## src/rtl/issue_dispatch.sv

```systemverilog
// issue_dispatch: in-order dispatch FIFO between decode and the ALU
// reservation station, branch unit and load/store unit. The head entry is
// steered to exactly one port by a route code captured at push time.
module issue_dispatch #(
    parameter int DEPTH    = 4,
    parameter int XLEN     = 32,
    parameter int ALU_OP_W = 4,
    parameter int FU_SEL_W = 2,
    parameter int OP_SEL_W = 4,
    parameter int TID_W    = 1
) (
    input  logic                       clk,
    input  logic                       rst,
    input  logic                       flush_i,
    input  logic [XLEN-1:0]            dec_imm_i,
    input  logic [4:0]                 dec_rs1_i,
    input  logic [4:0]                 dec_rs2_i,
    input  logic [4:0]                 dec_rd_i,
    input  logic [ALU_OP_W-1:0]        dec_alu_op_i,
    input  logic [XLEN-1:0]            dec_pc_i,
    input  logic [TID_W-1:0]           dec_thread_id_i,
    input  logic [FU_SEL_W-1:0]        dec_fu_sel_i,
    input  logic [OP_SEL_W-1:0]        dec_op_sel_i,
    input  logic                       dec_issue_stall_i,
    output logic                       stall_o,
    output logic                       rs_valid_o,
    input  logic                       rs_ready_i,
    output logic                       br_valid_o,
    input  logic                       br_ready_i,
    output logic                       ls_valid_o,
    input  logic                       ls_ready_i,
    output logic [XLEN-1:0]            disp_imm_o,
    output logic [4:0]                 disp_rs1_o,
    output logic [4:0]                 disp_rs2_o,
    output logic [4:0]                 disp_rd_o,
    output logic [ALU_OP_W-1:0]        disp_alu_op_o,
    output logic [XLEN-1:0]            disp_pc_o,
    output logic [TID_W-1:0]           disp_thread_id_o,
    output logic [OP_SEL_W-1:0]        disp_op_sel_o,
    output logic [$clog2(DEPTH+1)-1:0] occupancy_o
);

    localparam int PTR_W = $clog2(DEPTH);
    localparam int CNT_W = $clog2(DEPTH+1);

    localparam logic [OP_SEL_W-1:0] OP_SEL_NONE   = OP_SEL_W'(0);
    localparam logic [FU_SEL_W-1:0] FU_SEL_NONE   = FU_SEL_W'(0);
    localparam logic [FU_SEL_W-1:0] FU_SEL_RS     = FU_SEL_W'(1);
    localparam logic [FU_SEL_W-1:0] FU_SEL_BRANCH = FU_SEL_W'(2);
    localparam logic [FU_SEL_W-1:0] FU_SEL_LOAD   = FU_SEL_W'(3);

    localparam logic [1:0] ROUTE_RS = 2'd0;
    localparam logic [1:0] ROUTE_BR = 2'd1;
    localparam logic [1:0] ROUTE_LS = 2'd2;

    typedef struct packed {
        logic [XLEN-1:0]     imm;
        logic [4:0]          rs1;
        logic [4:0]          rs2;
        logic [4:0]          rd;
        logic [ALU_OP_W-1:0] alu_op;
        logic [XLEN-1:0]     pc;
        logic [TID_W-1:0]    tid;
        logic [OP_SEL_W-1:0] op_sel;
        logic [1:0]          route;
    } entry_t;

    // Unknown selects fall back to the ALU reservation station.
    function automatic logic [1:0] route_of(input logic [FU_SEL_W-1:0] fu_sel);
        logic [1:0] route;
        case (fu_sel)
            FU_SEL_BRANCH: route = ROUTE_BR;
            FU_SEL_LOAD:   route = ROUTE_LS;
            FU_SEL_RS:     route = ROUTE_RS;
            FU_SEL_NONE:   route = ROUTE_RS;
            default:       route = ROUTE_RS;
        endcase
        return route;
    endfunction

    entry_t           mem_r [DEPTH];
    logic [PTR_W-1:0] rd_ptr_r;
    logic [PTR_W-1:0] wr_ptr_r;
    logic [CNT_W-1:0] count_r;

    entry_t           head_s;
    entry_t           wr_entry_s;
    logic             in_valid_s;
    logic             not_empty_s;
    logic             push_s;
    logic             pop_s;

    assign head_s      = mem_r[rd_ptr_r];
    assign not_empty_s = (count_r != CNT_W'(0));

    // Port valids and payload depend only on stored state, never on inputs.
    assign rs_valid_o       = not_empty_s && (head_s.route == ROUTE_RS);
    assign br_valid_o       = not_empty_s && (head_s.route == ROUTE_BR);
    assign ls_valid_o       = not_empty_s && (head_s.route == ROUTE_LS);
    assign disp_imm_o       = head_s.imm;
    assign disp_rs1_o       = head_s.rs1;
    assign disp_rs2_o       = head_s.rs2;
    assign disp_rd_o        = head_s.rd;
    assign disp_alu_op_o    = head_s.alu_op;
    assign disp_pc_o        = head_s.pc;
    assign disp_thread_id_o = head_s.tid;
    assign disp_op_sel_o    = head_s.op_sel;
    assign occupancy_o      = count_r;
    // One spare entry absorbs the instruction decode sends before it sees stall.
    assign stall_o          = (count_r >= CNT_W'(DEPTH-1));

    // Qualify the decode output, build the entry to write, and decide push/pop.
    always_comb begin
        wr_entry_s        = '0;
        in_valid_s        = (dec_op_sel_i != OP_SEL_NONE) && !dec_issue_stall_i;
        wr_entry_s.imm    = dec_imm_i;
        wr_entry_s.rs1    = dec_rs1_i;
        wr_entry_s.rs2    = dec_rs2_i;
        wr_entry_s.rd     = dec_rd_i;
        wr_entry_s.alu_op = dec_alu_op_i;
        wr_entry_s.pc     = dec_pc_i;
        wr_entry_s.tid    = dec_thread_id_i;
        wr_entry_s.op_sel = dec_op_sel_i;
        wr_entry_s.route  = route_of(dec_fu_sel_i);
        push_s = in_valid_s && (count_r != CNT_W'(DEPTH)) && !flush_i;
        pop_s  = !flush_i && ((rs_valid_o && rs_ready_i) ||
                              (br_valid_o && br_ready_i) ||
                              (ls_valid_o && ls_ready_i));
    end

    // Entry storage: cleared on reset so the payload is never X.
    always_ff @(posedge clk or negedge rst) begin
        if (!rst) begin
            for (int i = 0; i < DEPTH; i++) begin
                mem_r[i] <= '0;
            end
        end else if (push_s) begin
            mem_r[wr_ptr_r] <= wr_entry_s;
        end
    end

    // Pointers and occupancy; flush overrides any push or pop in the same cycle.
    always_ff @(posedge clk or negedge rst) begin
        if (!rst) begin
            rd_ptr_r <= PTR_W'(0);
            wr_ptr_r <= PTR_W'(0);
            count_r  <= CNT_W'(0);
        end else if (flush_i) begin
            rd_ptr_r <= PTR_W'(0);
            wr_ptr_r <= PTR_W'(0);
            count_r  <= CNT_W'(0);
        end else begin
            if (push_s) begin
                wr_ptr_r <= wr_ptr_r + PTR_W'(1);
            end
            if (pop_s) begin
                rd_ptr_r <= rd_ptr_r + PTR_W'(1);
            end
            case ({push_s, pop_s})
                2'b10:   count_r <= count_r + CNT_W'(1);
                2'b01:   count_r <= count_r - CNT_W'(1);
                default: count_r <= count_r;
            endcase
        end
    end

    issue_dispatch_checker #(
        .DEPTH (DEPTH),
        .CNT_W (CNT_W)
    ) u_checker (
        .clk        (clk),
        .rst        (rst),
        .flush_i    (flush_i),
        .in_valid_s (in_valid_s),
        .count_r    (count_r),
        .rs_valid_o (rs_valid_o),
        .br_valid_o (br_valid_o),
        .ls_valid_o (ls_valid_o)
    );

endmodule

// Protocol checks for issue_dispatch: no push into a full buffer, one port valid.
module issue_dispatch_checker #(
    parameter int DEPTH = 4,
    parameter int CNT_W = 3
) (
    input logic             clk,
    input logic             rst,
    input logic             flush_i,
    input logic             in_valid_s,
    input logic [CNT_W-1:0] count_r,
    input logic             rs_valid_o,
    input logic             br_valid_o,
    input logic             ls_valid_o
);

    // A push while full is dropped by the datapath; flag it unless flush discards it.
    always @(posedge clk) begin
        if (rst && !flush_i && in_valid_s) begin
            assert (count_r != CNT_W'(DEPTH));
        end
    end

    // The head is offered to at most one execution port.
    always @(posedge clk) begin
        if (rst) begin
            assert ($onehot0({rs_valid_o, br_valid_o, ls_valid_o}));
        end
    end

endmodule

```

## config.mk

```make
export PLATFORM = sky130hd
export DESIGN_NAME = issue_dispatch
export DESIGN_NICKNAME = d
export VERILOG_FILES = /design/src/rtl/issue_dispatch.sv
export SDC_FILE = /design/constraint.sdc
export NUM_CORES = 1
export LEC_CHECK = 0
export ABC_AREA = 1
export CORE_ASPECT_RATIO = 1.5
export CORE_MARGIN = 2
export CORE_UTILIZATION = 56
export DETAILED_ROUTE_END_ITERATION = 10
export PLACE_DENSITY = 0.82
export SYNTH_ARGS = -nofsm -noshare
export SYNTH_HDL_FRONTEND = slang
export SYNTH_SLANG_ARGS = --single-unit
```

## constraint.sdc

```tcl
create_clock -name clk -period 2.6 [get_ports clk]
set_input_delay 0.39 -clock clk [delete_from_list [all_inputs] [get_ports clk]]
set_output_delay 0.39 -clock clk [all_outputs]
set_load 0.01 [all_outputs]
```

# --- Word level (Yosys, flattened, before mapping) ---
# Index checks and enable logic that the tools add are counted.
totals:
  output_inout_bits: 95
  register_bits: 367
  input_bits: 97
  elab_cells: 93
classes:
  mux: 13
  order_cmp: 4
  reduce_logical: 23
  eq_ne: 8
  bitwise: 2
  addsub: 4
ops:
  columns: ["operator", "count"]
  rows:
  - ["bitwise mux 360 bit", 1]
  - ["2-to-1 mux 90 bit", 3]
  - ["binary-select mux 90 bit (select 2 bit)", 1]
  - ["demux 90 bit (select 2 bit)", 1]
  - ["logical AND 1 bit", 11]
  - ["equality test 2 bit (second input constant)", 4]
  - ["2-to-1 mux 2 bit", 4]
  - ["equality test 2 x 1 -> 1 bit (second input constant)", 3]
  - ["greater-or-equal comparator 3 bit (second input constant)", 2]
  - ["NOT 2 -> 3 bit", 2]
  - ["one-hot mux 2 bit (3 select lines)", 1]
  - ["one-hot mux 3 bit (2 select lines)", 1]
  - ["nonzero test 3 bit", 2]
  - ["adder 2 x 1 -> 2 bit (second input constant)", 2]
  - ["zero test 2 bit", 2]
  - ["nonzero test 2 bit", 2]
  - ["nonzero test 4 bit", 1]
  - ["adder 3 x 1 -> 3 bit (second input constant)", 1]
  - ["greater-or-equal comparator 3 x 2 -> 1 bit (second input constant)", 1]
  - ["< comparator 3 x 1 -> 1 bit (second input constant)", 1]
  - ["2-to-1 mux 3 bit", 1]
  - ["inequality test 3 bit (second input constant)", 1]
  - ["subtractor 3 x 1 -> 3 bit (second input constant)", 1]
  - ["zero test 1 bit", 2]
  - ["2 further kinds", 3]

# --- Longest topological paths before layout ---
logic_depth:
  ltp_word: 13
  ltp_mapped: 16
  mapped_depth_nobuf: 16

# --- Worst setup path after synthesis ---
# No wires, ideal clock.
synth_timing:
  path_kind: "flip-flop to flip-flop"
  start: "reg rd_ptr_r[0]"
  end: "reg count_r[2], in the netlist occupancy_o[2]"
  required_ns: 2.484
  path_buffers: 1
  setup_ns: 0.116
  period_less_slack_ns: 2.083
  slack_ns: 0.517
  path_stages_with_launch: 17
  arrival_time_ns: 1.967
  cell_sequence: "dfrtp_1 -> buf_2 -> nand2_1 -> nand3_1 -> nand2_1 -> inv_1 -> nand4_1 -> nand3_1 -> nand2_1 -> inv_1 -> fa_1 -> xnor2_1 -> inv_1 -> nand2_1 -> nand2_1 -> nand2_1 -> nand2_1"
synth_between:
  elab_chain_len: 13
  elab_cells_between_ends: 21
  classes_between: "eq/ne (4); mux (5); bitwise (1); reduce/logical (11)"
synth_rtl:
  columns: ["element", "line", "source"]
  rows:
  - ["start, declared", "82", "logic [PTR_W-1:0] rd_ptr_r;"]
  - ["start signal, assigned", "157", "rd_ptr_r <= rd_ptr_r + PTR_W'(1);"]
  - ["NOT 2 -> 3 bit (implied by the code) *", "93", "assign head_s = mem_r[rd_ptr_r];"]
  - ["binary-select mux 90 bit (select 2 bit) *", "93", null]
  - ["2-to-1 mux 90 bit (implied by the code) * (2 in series)", "93", null]
  - ["equality test 2 x 1 -> 1 bit / zero test 2 bit (equally long branches)", "98, 97", null]
  - ["logical AND 1 bit, on equally long branches", "98, 97", null]
  - ["logical AND 1 bit, on equally long branches", "127, 126", null]
  - ["logical OR 1 bit", "126", "pop_s = !flush_i && ((rs_valid_o && rs_ready_i) ||"]
  - ["logical OR 1 bit *", "127", "(br_valid_o && br_ready_i) ||"]
  - ["logical AND 1 bit *", "126", null]
  - ["equality test 2 x 1 -> 1 bit / equality test 2 bit (equally long branches)", "159", "case ({push_s, pop_s})"]
  - ["one-hot mux 3 bit (2 select lines)", "159", null]
  - ["2-to-1 mux 3 bit", "148", "end else if (flush_i) begin"]
  - ["end signal, assigned", "160", "2'b10: count_r <= count_r + CNT_W'(1);"]
  - ["end signal, assigned", "161", "2'b01: count_r <= count_r - CNT_W'(1);"]
  - ["end signal, assigned", "162", "default: count_r <= count_r;"]
  - ["end, declared", "84", "logic [CNT_W-1:0] count_r;"]
# Mark *: on every way between the ends. The rest lies on a longest branch, timed or not. The select of a mux whose other input is x is not followed.
# A chain may end at the register's enable or synchronous reset.

# --- Final worst setup path ---
layout_timing:
  start: "reg rd_ptr_r[0]"
  end: "out disp_imm_o[10]"
layout_between:
  elab_chain_len: 4
layout_rtl:
  columns: ["element", "line", "source"]
  rows:
  - ["NOT 2 -> 3 bit (implied by the code)", "93", null]
  - ["binary-select mux 90 bit (select 2 bit)", "93", null]
  - ["2-to-1 mux 90 bit (implied by the code) (2 in series)", "93", null]
  - ["end, declared", "32", "output logic [XLEN-1:0] disp_imm_o,"]
# No other way between the ends. The select of a mux whose other input is x is not followed.

==> reports/summary.txt <==
Mean Syn Cell Area -> 12.1 um2
Die height -> 214 um
Kind of critical path -> register to output pin
R2r setup slk -> 110 ps
Max capacitance violation total -> 0
Clock power frac -> 0.203
Crit-path max FO -> 29
Synthesized flop and latch total -> 367
Mapped cell area -> 0.0165 mm2
Critical path depth in cells -> 6
Total Routed Length -> 41.9 mm
Status -> completed
Fin Hold WS -> 396 ps
Crit path launch type -> register
First-pass GRT wire length -> 65.9 mm
Max IR drop VDD -> 0.000716 V
GP Congestion -> 0.835
Post-DRT Antenna Nets -> 0
Worst-Margin Slew -> 536 ps
Nets -> 1659
Max incr delay on CP -> 590 ps
Via count -> 11.7k
Worst reg2reg path endpoint -> occupancy_o[2]$_DFFE_PN0P_
Clock root buffer -> clkbuf_16
Routed len/inst -> 21.2 um
CTS sink count -> 367
Sequential Power Share -> 0.386
Synth Net Count -> 1463
Ys async rst share -> 1.00
Post-synth top cells -> dfrtp_1, mux2_2, nor2_1
Cell internal power dissipation -> 16300 uW
CP endpoint kind -> output pin
Crit-path slowest cell -> dfrtp_4
Rows -> 76
Htree depth -> 2
Pin count of the biggest net entering global routing -> 64
Post-synth top area share -> 0.558
Drt pass-1 iters -> 5
Worst Hold Class -> input port to async pin
Critical-path cell list -> inv_12 -> buf_4 -> buf_16 -> o21ai_0 -> o22ai_1 -> dlygate4sd2_1
Number of global-route vias before repair -> 12.2k
Synth warn -> 0
EDFF count, synth -> 0
Unique cell type count in the Yosys netlist -> 23
I/O Buffers -> 191
Chip width -> 144 um
Switch Pwr -> 8470 uW
Die area -> 0.0308 mm2
Iteration-0 DRC Markers -> 570
Crit path buffers/inverters -> 4
Crit-path leading delay family -> buffers and inverters
Antenna violations before repair -> 5
Layout Cell Area excl Fill -> 0.0204 mm2
Worst skew pair latency -> 520 ps
Num CTS Buffers -> 36
Io pins -> 192
Tcrit/Tclk final -> 0.994
Dpl hpwl -> 24.1 mm
Layout cells sized above 1 -> 0.291
RSZ-0062 raised after global routing -> yes
Leak Pwr -> 0.00926 uW
Relative slew slack -> 0.643
Clock skew -> 11.2 ps
Worst endpoint data arrival time -> 2190 ps
Final WS setup -> 15.1 ps
WP data required -> 2210 ps
Post-synth top flop -> dfrtp_1
Tot GR Track Use -> 0.273
Reg2reg path depth -> 16
# DRC -> 0
Synth top area cells -> dfrtp_1, mux2_2, o21ai_0
RR Startpoint -> rd_ptr_r[0]$_DFFE_PN0P_
Final hold violations -> 0
Layout area overhead -> 23.7%
Sw Ratio -> 0.343
Final setup fails -> 0
Place WS -> -9.28 ps
Clock buffer depth -> 3
Area of the core -> 0.0288 mm2
Minimum clock period -> 2580 ps
Most common cell in the synthesized netlist -> dfrtp_1
Sequential share of the synthesized area -> 0.558
Gate power share -> 0.412
Clock-pin slew on the worst setup and hold paths -> 60 ps
Routed vias/inst -> 5.90
Remaining global-route overflow -> 0
FMAX -> 387 MHz
Initial Util -> 0.571
Synthesized instance count -> 1361
DP Area -> 0.0189 mm2
Final slew viol count -> 0
CTS tree -> yes
Leading area contributor after synthesis -> dfrtp_1
Pwr Density -> 1210 mW/mm2
flip-flops by register name, indices dropped and copies added (netlist names):
name         flops
rd_ptr_r         2
wr_ptr_r         2
occupancy_o      3
mem_r          360
timing repair:
action                                  4_1_cts  5_1_grt
pin swaps                                     0        4
hold endpoints to repair                     56        0
hold buffers                                  1        0
setup buffers                                 9        2
cloned                                        8        2
endpoints found under the setup margin       91       23
resized for setup                           113       36
cell families (layout without fill, tap and decap cells):
logic type / count (synthesis) / in the layout / share of synthesized area
flip-flops: 367 / 367 / 0.558
AO/OA/AOI/OAI: 273 / 273 / 0.0897
XOR/XNOR: 1 / 1 / 0.000532
AND/OR/NAND/NOR: 245 / 245 / 0.0616
multiplexers: 356 / 356 / 0.244
adder cells (fa/ha/maj): 5 / 5 / 0.00426
buffers and inverters: 114 / 335 / 0.0426
other: 0 / 5 / 0
metal layers:
| metal | part of all wire | GRT usage | wire length, um | up-vias |
|---|---|---|---|---|
| met3 | 0.050 | 0.0474 | 2100 | 94 |
| li1 | - | - | - | 5212 |
| met1 | 0.38 | 0.329 | 16000 | 6028 |
| met2 | 0.53 | 0.478 | 22300 | 339 |
| met4 | 0.038 | 0.116 | 1590 | 0 |
| met5 | 0 | 0 | 0 | - |
layout make-up:
cell class,count,area (um2)
diodes,5,12.5
clock buffers,59,1110
repair inverters,1,8.76
flip-flops and latches,367,9190
clock inverters,4,20.0
multi-input cells,880,6600
repair buffers,252,2850
inverters,19,91.3
well taps,390,488
fillers,2037,8440
layout by cell type (no fill, tap or decap), types with 16 or more instances in the layout:
cell and count:
dfrtp_1 365, mux2_2 322, nor2_1 190, o21ai_0 179, clkdlybuf4s50_1 99, o22ai_1 87, dlygate4sd2_1 71, clkbuf_16 38
nand2_1 35, mux2_1 34, buf_12 24, buf_4 19, inv_1 16
power groups by stage:
stage | registers (uW) | logic (uW) | clock network (uW)
2_1_floorplan | 9150 | 5790 | 0
3_3_place_gp | 9400 | 9860 | 0
3_5_place_dp | 9590 | 10100 | 0
4_1_cts | 9510 | 10100 | 5090
5_1_grt | 9860 | 11000 | 5320
6_report | 9540 | 10200 | 5010
worst max path at each step:
stage | from | end | slack [ps]
final | rd_ptr_r[0]$_DFFE_PN0P_ | disp_imm_o[10] | 20
after global routing | rd_ptr_r[0]$_DFFE_PN0P_ | occupancy_o[2]$_DFFE_PN0P_ | -90
after CTS | rd_ptr_r[0]$_DFFE_PN0P_ | disp_imm_o[20] | -40
after detailed placement | dec_op_sel_i[3] | occupancy_o[2]$_DFFE_PN0P_ | -9
after global placement | dec_op_sel_i[0] | occupancy_o[2]$_DFFE_PN0P_ | 40
after floorplan | rd_ptr_r[0]$_DFFE_PN0P_ | occupancy_o[2]$_DFFE_PN0P_ | 520
through the flow:
| step | TNS [ps] | utilization | total power, uW | cells |
|---|---|---|---|---|
| final | 0 | 0.707 | 24700 | 1977 |
| after global routing | -144 | 0.707 | 26100 | 1977 |
| after CTS | -51.4 | 0.705 | 24700 | 1968 |
| after detailed placement | -9.28 | 0.655 | 19700 | 1887 |
| after global placement | 0 | 0.655 | 19300 | 1887 |
| after floorplan | 0 | - | 14900 | 1361 |
(Power assumes the default switching activity.)
